## src/rtl/axil_wr_fifo.sv

```systemverilog
// Purpose : AXI4-lite write-channel buffer ahead of the write broadcast stage (AW/W FIFOs, B slice).
// Latency : AW/W 1 cycle minimum (no bypass); B 1 cycle through a one-entry register slice.
// Backpr. : s_*ready drops when a FIFO is full; m_axil_bready drops while a B response waits upstream.
//
// Ports:
//   clk, rst         - clock, synchronous active-high reset
//   s_axil_aw*/w*/b* - upstream AXI4-lite write channels (from the master)
//   m_axil_aw*/w*/b* - downstream AXI4-lite write channels (to the broadcast stage)
//   status_aw_level  - AW FIFO occupancy, 0..2^AW_DEPTH_LOG2
//   status_w_level   - W FIFO occupancy, 0..2^W_DEPTH_LOG2

// Purpose : generic valid/ready FIFO, register array of 2^DEPTH_LOG2 entries.
// Latency : 1 cycle, a word pushed in cycle N appears on the output in cycle N+1.
// Backpr. : in_rdy = !full; push and pop in one cycle both take effect.
module axil_wr_fifo_q #(
    parameter int WIDTH      = 8,
    parameter int DEPTH_LOG2 = 2
) (
    input  logic                  clk,
    input  logic                  rst,
    input  logic                  in_vld,
    output logic                  in_rdy,
    input  logic [WIDTH-1:0]      in_dat,
    output logic                  out_vld,
    input  logic                  out_rdy,
    output logic [WIDTH-1:0]      out_dat,
    output logic [DEPTH_LOG2:0]   level
);
    localparam int DEPTH = 1 << DEPTH_LOG2;

    logic [WIDTH-1:0]    mem [DEPTH];
    logic [DEPTH_LOG2:0] wr_ptr;
    logic [DEPTH_LOG2:0] rd_ptr;
    logic                empty;
    logic                full;
    logic                push;
    logic                pop;

    // Pointers carry one extra wrap bit so full and empty are distinguishable.
    assign empty = (wr_ptr == rd_ptr);
    assign full  = (wr_ptr[DEPTH_LOG2] != rd_ptr[DEPTH_LOG2]) &&
                   (wr_ptr[DEPTH_LOG2-1:0] == rd_ptr[DEPTH_LOG2-1:0]);

    // Outputs are masked during reset because the pointers only clear at the reset edge.
    assign in_rdy  = !full && !rst;
    assign out_vld = !empty && !rst;
    assign out_dat = mem[rd_ptr[DEPTH_LOG2-1:0]];
    assign level   = rst ? '0 : (wr_ptr - rd_ptr);

    assign push = in_vld && in_rdy;
    assign pop  = out_vld && out_rdy;

    always_ff @(posedge clk) begin
        if (rst) begin
            wr_ptr <= '0;
            rd_ptr <= '0;
        end else begin
            if (push) wr_ptr <= wr_ptr + 1'b1;
            if (pop)  rd_ptr <= rd_ptr + 1'b1;
        end
    end

    // Storage is deliberately not reset; push is already blocked during reset.
    always_ff @(posedge clk) begin
        if (push) mem[wr_ptr[DEPTH_LOG2-1:0]] <= in_dat;
    end
endmodule

module axil_wr_fifo #(
    parameter int ADDR_WIDTH    = 32,
    parameter int DATA_WIDTH    = 32,
    parameter int STRB_WIDTH    = DATA_WIDTH / 8,
    parameter int AW_DEPTH_LOG2 = 2,
    parameter int W_DEPTH_LOG2  = 2
) (
    input  logic                    clk,
    input  logic                    rst,

    input  logic [ADDR_WIDTH-1:0]   s_axil_awaddr,
    input  logic [2:0]              s_axil_awprot,
    input  logic                    s_axil_awvalid,
    output logic                    s_axil_awready,
    input  logic [DATA_WIDTH-1:0]   s_axil_wdata,
    input  logic [STRB_WIDTH-1:0]   s_axil_wstrb,
    input  logic                    s_axil_wvalid,
    output logic                    s_axil_wready,
    output logic [1:0]              s_axil_bresp,
    output logic                    s_axil_bvalid,
    input  logic                    s_axil_bready,

    output logic [ADDR_WIDTH-1:0]   m_axil_awaddr,
    output logic [2:0]              m_axil_awprot,
    output logic                    m_axil_awvalid,
    input  logic                    m_axil_awready,
    output logic [DATA_WIDTH-1:0]   m_axil_wdata,
    output logic [STRB_WIDTH-1:0]   m_axil_wstrb,
    output logic                    m_axil_wvalid,
    input  logic                    m_axil_wready,
    input  logic [1:0]              m_axil_bresp,
    input  logic                    m_axil_bvalid,
    output logic                    m_axil_bready,

    output logic [AW_DEPTH_LOG2:0]  status_aw_level,
    output logic [W_DEPTH_LOG2:0]   status_w_level
);
    typedef struct packed {
        logic [2:0]            prot;
        logic [ADDR_WIDTH-1:0] addr;
    } aw_t;

    typedef struct packed {
        logic [STRB_WIDTH-1:0] strb;
        logic [DATA_WIDTH-1:0] data;
    } w_t;

    aw_t aw_in_dat;
    aw_t aw_out_dat;
    w_t  w_in_dat;
    w_t  w_out_dat;

    assign aw_in_dat = '{prot: s_axil_awprot, addr: s_axil_awaddr};
    assign w_in_dat  = '{strb: s_axil_wstrb,  data: s_axil_wdata};

    axil_wr_fifo_q #(
        .WIDTH      ($bits(aw_t)),
        .DEPTH_LOG2 (AW_DEPTH_LOG2)
    ) u_aw_fifo (
        .clk     (clk),
        .rst     (rst),
        .in_vld  (s_axil_awvalid),
        .in_rdy  (s_axil_awready),
        .in_dat  (aw_in_dat),
        .out_vld (m_axil_awvalid),
        .out_rdy (m_axil_awready),
        .out_dat (aw_out_dat),
        .level   (status_aw_level)
    );

    axil_wr_fifo_q #(
        .WIDTH      ($bits(w_t)),
        .DEPTH_LOG2 (W_DEPTH_LOG2)
    ) u_w_fifo (
        .clk     (clk),
        .rst     (rst),
        .in_vld  (s_axil_wvalid),
        .in_rdy  (s_axil_wready),
        .in_dat  (w_in_dat),
        .out_vld (m_axil_wvalid),
        .out_rdy (m_axil_wready),
        .out_dat (w_out_dat),
        .level   (status_w_level)
    );

    assign m_axil_awaddr = aw_out_dat.addr;
    assign m_axil_awprot = aw_out_dat.prot;
    assign m_axil_wdata  = w_out_dat.data;
    assign m_axil_wstrb  = w_out_dat.strb;

    // B slice: one register, refilled in the same cycle the upstream master takes it.
    logic       b_vld;
    logic [1:0] b_dat;

    // Held at 1 during reset so the broadcast stage can flush responses being discarded.
    assign m_axil_bready = rst || !b_vld || s_axil_bready;
    assign s_axil_bvalid = b_vld && !rst;
    assign s_axil_bresp  = b_dat;

    always_ff @(posedge clk) begin
        if (rst) begin
            b_vld <= 1'b0;
            b_dat <= 2'b00;
        end else if (m_axil_bvalid && m_axil_bready) begin
            b_vld <= 1'b1;
            b_dat <= m_axil_bresp;
        end else if (s_axil_bready) begin
            b_vld <= 1'b0;
        end
    end
endmodule
```

## config.mk

```make
export PLATFORM = sky130hd
export DESIGN_NAME = axil_wr_fifo
export DESIGN_NICKNAME = d
export VERILOG_FILES = /design/src/rtl/axil_wr_fifo.sv
export SDC_FILE = /design/constraint.sdc
export NUM_CORES = 1
export LEC_CHECK = 0
export BUFFER_PORTS_ARGS = -buffer_cell sky130_fd_sc_hd__buf_2
export CAP_MARGIN = 15
export CORE_ASPECT_RATIO = 0.75
export CORE_MARGIN = 2
export CORE_UTILIZATION = 24
export CTS_CLUSTER_SIZE = 14
export DETAILED_ROUTE_END_ITERATION = 10
export GPL_TIMING_DRIVEN = 0
export HOLD_SLACK_MARGIN = 0.12
export SLEW_MARGIN = 20
export SYNTH_ARGS = -nofsm -noshare
export SYNTH_HDL_FRONTEND = slang
export SYNTH_HIERARCHICAL = 1
export SYNTH_SLANG_ARGS = --single-unit
```

## constraint.sdc

```tcl
create_clock -name clk -period 2.4 [get_ports clk]
set_input_delay 0 -clock clk [delete_from_list [all_inputs] [get_ports clk]]
set_output_delay 0 -clock clk [all_outputs]
set_load 0.01 [all_outputs]
```

==> results.cfg, run 1 <==
[min_path]
min_path_type = in -> reg

[clock_tree]
clock_sinks = 303
cts_made_buffers = 31
tritoncts = built
clockBufferDepth = 3
clockRootBuffer = clkbuf_16
ctsHtreeMaxLevel = 1
clk_pin_slew_worst_paths_ps = 70
worstSkewPairLatency_ps = 590

[global_routing]
grt_max_degree = 37
grt_pass1_wl_mm = 38.52
grt_overflow = 0
grt_pass1_vias = 6466
antenna_found_initial = 0
grt_usage = 0.09937

[worst_setup_path]
cp.buffers_inverters = 2
cp_slowest_cell = dlygate4sd3_1
end_kind = flop
cp_cell_sequence = inv_1, ha_2, nand2_2, or4_1, nand4_1, dlygate4sd3_1
required_ps = 2920
arrival_ps = 2800
crit_family = simple AND/OR/NAND/NOR gates
critical_path_class = reg -> reg
worstPathMaxFanout = 10
worstSetupStartpointType = flop
cpPeakStageDelay_ps = 540

[timing]
fin_ws_ps = 123.1
relSlewSlack = 0.5745
clock_skew_ps = 18.45
hold_ws_ps = 160.7
hold_viol = 0
rsz0062_at_grt = no
period_share = 0.9487
layout_min_cycle_time_ps = 2277
drv_slew = 0
clock.fmax_mhz = 439.2
setup_viol = 0
worst_pin_slew_ps = 638.3

[detailed_routing]
post-route-drc-count = 0
routed_wl_mm = 25.46
wl_per_cell_um = 17.18
drt_iter0_drc = 391
via_per_inst = 4.149
firstDrtPassIters = 4
vias = 6149
ant_nets = 0

[placed_design]
port_buffers = 165
gp_congestion = 0.6841
hpwl_mm = 14.87
place_worst_setup_slack_ps = -418.3
placed_cell_area_um2 = 13230

[final_layout]
fin_util = 0.3213
diodes = 0
area_growth_pct = 31.81
final_cell_mix = edfxtp_1, buf_2, dlygate4sd3_1, mux4_2, clkbuf_16
final_area_um2 = 15280
ff_latch_area_um2 = 8909
layout_commonest_cell = edfxtp_1
fin_nets = 915
drive_above_1_share = 0.3950
n_fill_cell = 4582
multi_input_area_um2 = 2644

[die]
core_area_um2 = 47570
die_area_um2 = 50100
io_pins = 166
die_h_um = 194.4
start_util = 0.2437
rows = 69
fp.dieW_um = 257.8

[synthesis]
synth-edff-count = 284
async_flop_share = 0
synth.distinct_cells = 37
syn_inst = 525
syn_area_per_cell_um2 = 22.09
postSynthNetCount = 622
ys_warn_count = 6
synth-main-ff-cell = edfxtp_1
ys_seq_elements = 303
syn_area_um2 = 11590
seq_area_frac_synth = 0.7683

[power_and_ir_drop]
irDropWorstVdd_mv = 0.4016
power_density_nw_per_um2 = 996.2
p_leak_nw = 5.141

[status]
outcome = finished, final reports clean

[job]
max_cap_viol_count = 0
[per-stage QoR]
stage / total power (W) / TNS, ps / instances
global route: 0.01601 / 0 / 1482
finish: 0.01523 / 0 / 1482
floorplan: 0.008996 / 0 / 525
detailed placement: 0.01044 / -93800 / 1329
CTS: 0.01545 / -39260 / 1480
global placement: 0.01038 / -91010 / 1329
[power by group]
part	switching, W	internal (W)	leakage, nW
combinational	0.00216	0.00182	1.92
sequential	0.000192	0.00634	2.74
clock	0.00201	0.00270	0.484
total	0.00436	0.0109	5.14
[worst paths after layout]
path / start / end / slack, ps / cells past startpoint
worst min-delay path: s_axil_wdata[3] / u_w_fifo/mem[2][3] / 160 / 2
worst max register to register: u_w_fifo/wr_ptr[0] / u_w_fifo/wr_ptr[1] / 120 / 6
worst min register to register: u_w_fifo/rd_ptr[0] / u_w_fifo/rd_ptr[0] / 620 / 2
worst max-delay path: u_w_fifo/wr_ptr[0] / u_w_fifo/wr_ptr[1] / 120 / 6
[state kept, by name, summed over array words and instances, names as in the netlist, named ones only]
name              cells
u_w_fifo/mem        144
u_aw_fifo/mem       140
u_aw_fifo/rd_ptr      3
u_aw_fifo/wr_ptr      3
u_w_fifo/rd_ptr       3
u_w_fifo/wr_ptr       3
s_axil_bresp          2
b_vld                 1
[layout make-up]
type                    instances  share of cell area
flip-flops and latches        303              0.5829
clock inverters                22             0.01351
clock buffers                  36             0.05199
repair buffers                256              0.1149
well taps                     639             0.05231
plain buffers                  24            0.009169
inverters                       9            0.002210
multi-input cells             193              0.1730
[cells in the mapped netlist, types with 3 or more instances]
master	count	area [um2]
buf_2	9	45.04
nand4b_1	8	70.07
buf_4	8	60.06
a21oi_1	3	15.01
ha_1	14	175.2
nor2b_1	3	18.77
nor3b_1	4	30.03
or4_1	4	30.03
nor2_1	9	33.78
o311ai_0	6	52.55
a31oi_1	10	62.56
and3_1	8	50.05
inv_1	8	30.03
dfxtp_1	19	380.4
nand3_1	8	40.04
edfxtp_1	284	8528
clkbuf_2	4	20.02
nand2b_1	6	37.54
nand2_1	7	26.28
mux4_2	71	1599
buf_1	3	11.26
[what timing repair did]
action                                  4_1_cts  5_1_grt
hold endpoints to repair                    303        0
buffers inserted                              1        1
gates cloned                                  4        1
pin swaps                                     4        4
gates resized for setup                      11       11
endpoints found under the setup margin      289      209
hold buffers                                 89        0
[routing by layer]
layer  wire [um]  GRT usage
met5           0          0
met4         602    0.02719
met3        1191    0.01982
met2       12160     0.1637
met1       11510     0.1337
[worst register-to-register path: stages, from the launching register on]
cell and delay, ps:
dfxtp_1 400, inv_1 120, ha_2 430, nand2_2 160, or4_1 500, nand4_1 80
dlygate4sd3_1 540
[logic make-up after synthesis]
group | after synthesis | synth area share
simple gates | 67 | 0.03507
flops | 303 | 0.7683
xor+xnor | 6 | 0.005828
buf+inv | 34 | 0.01500
fa+ha+maj | 16 | 0.01856
compound gates | 24 | 0.01565
mux | 75 | 0.1416
(Power assumes the default switching activity.)
==> run 2, diff against run 1 <==
==> constraint.sdc (replaced) <==
create_clock -name clk -period 2.4 [get_ports clk]
set_input_delay 0.48 -clock clk [delete_from_list [all_inputs] [get_ports clk]]
set_output_delay 0.48 -clock clk [all_outputs]
set_load 0.01 [all_outputs]
==> results.cfg, run 2 (same netlist as run 1, synthesis figures left out) <==
[detailed_routing]
vias = 6218
via_per_inst = 4.170
wl_per_cell_um = 17.58
ant_nets = 0
firstDrtPassIters = 4
post-route-drc-count = 0
routed_wl_mm = 26.21
drt_iter0_drc = 333

[final_layout]
diodes = 0
n_fill_cell = 4473
area_growth_pct = 38.03
layout_commonest_cell = edfxtp_1
drive_above_1_share = 0.4460
largest_reg_flops = 144
fin_nets = 924
finalNonFillerCells = 1491
final_cell_mix = edfxtp_1, buf_2, dlygate4sd3_1, mux4_2, buf_6

[die]
die_area_um2 = 50100
io_pins = 166
rows = 69
fp.dieW_um = 257.8
die_h_um = 194.4
start_util = 0.2437
core_area_um2 = 47570

[status]
violations = setup timing
outcome = complete, but fails checks

[global_routing]
grt_max_degree = 37
antenna_found_initial = 1
grt_overflow = 0
grt_usage = 0.1007
grt_pass1_wl_mm = 39.00
grt_pass1_vias = 6510

[worst_setup_path]
worstSetupStartpointType = flop
worstPathMaxFanout = 6
cpPeakStageDelay_ps = 520
critical_path_class = reg -> out
crit_top_cell = buf_12
reg2reg_slack_ps = 90
cp_cell_sequence = buf_12, buf_8, buf_12, mux4_2, buf_6
cp_slowest_cell = mux4_2
crit_family = buffers and inverters
required_ps = 1920
end_kind = output pin
cp.buffers_inverters = 4
arrival_ps = 1990

[placed_design]
dp_cells = 1329
hpwl_mm = 14.87
gp_congestion = 0.6841
port_buffers = 165

[timing]
layout_min_cycle_time_ps = 2470
setup_viol = 26
fin_ws_ps = -69.85
drv_slew = 0
relSlewSlack = 0.5713
clock_skew_ps = 13.62
rsz0062_at_grt = yes
hold_ws_ps = 159.3
worst_pin_slew_ps = 643.1
clock.fmax_mhz = 404.9
period_share = 1.029
hold_viol = 0

[clock_tree]
clockRootBuffer = clkbuf_16
worstSkewPairLatency_ps = 590
clk_pin_slew_worst_paths_ps = 70
cts_made_buffers = 31
clock_sinks = 303
clockBufferDepth = 3
tritoncts = built
ctsHtreeMaxLevel = 1

[job]
max_cap_viol_count = 0

[power_and_ir_drop]
p_leak_nw = 5.397
power_density_nw_per_um2 = 1038
irDropWorstVdd_mv = 0.4056
power.total_w = 0.01661

[min_path]
min_path_type = in -> reg
[run 2: cell count changes in the layout (fill, tap and decap cells not counted), sizes merged]
cell / previous run / this run
clkbuf: 42 / 40
dlygate4sd3: 89 / 72
buf: 185 / 213
[run 2: timing repair]
item | 4_1_cts | 5_1_grt
setup buffers | 23 | 4
gates cloned | 8 | 3
hold endpoints to repair | 285 | 0
setup endpoints to repair | 362 | 144
pin swaps | 5 | 5
gates resized for setup | 119 | 52
hold buffers | 72 | 0
[run 2: worst paths after layout]
check | start | endpoint | depth (start not counted)
hold reg to reg | s_axil_bresp[0] | s_axil_bresp[0] | 2
hold / removal | m_axil_bresp[1] | s_axil_bresp[1] | 3
setup / recovery | flop | m_axil_wstrb[0] | 5
setup reg to reg | u_aw_fifo/wr_ptr[0] | u_aw_fifo/mem[0][3] | 13
[run 2: area by class of cell]
| cell class | count | area [um2] | area share |
|---|---|---|---|
| Buffer | 24 | 266.5 | 0.01665 |
| Clock buffer | 36 | 794.5 | 0.04964 |
| Clock inverter | 22 | 206.4 | 0.01290 |
| Inverter | 9 | 38.79 | 0.002424 |
| Multi-Input combinational cell | 193 | 2709 | 0.1693 |
| Sequential cell | 303 | 8931 | 0.5580 |
| Tap cell | 639 | 799.5 | 0.04996 |
| Timing Repair Buffer | 265 | 2258 | 0.1411 |
[run 2: layer usage]
layer  part of all wire  vias up  global-route usage
li1                   -     2825                   -
met1               0.45     3219              0.1349
met2               0.48      133              0.1660
met3              0.047       39             0.02087
met4              0.023        2             0.02762
met5            0.00050        -                   0
[run 2: where the power goes]
| group | internal (W) | switching, W |
|---|---|---|
| Clock | 0.00270 | 0.00202 |
| Sequential | 0.00637 | 0.000210 |
| Combinational | 0.00289 | 0.00242 |
[run 2: tightest hold or removal path: stages]
cell	delay, ps
buf_2	90
nand2b_1	50
mux2i_1	60
[run 2: metrics by stage]
step                      cell area, um2  utilization  setup WS [ps]  TNS, ps
after global routing               16000       0.3364         -159.4    -4778
after floorplan                    11600            -          134.8        0
after CTS                          15820       0.3325         -113.5    -3732
final                              16000       0.3364         -69.85   -891.2
after global placement             13230       0.2781         -390.6   -91010
after detailed placement           13230       0.2781         -418.3   -93800
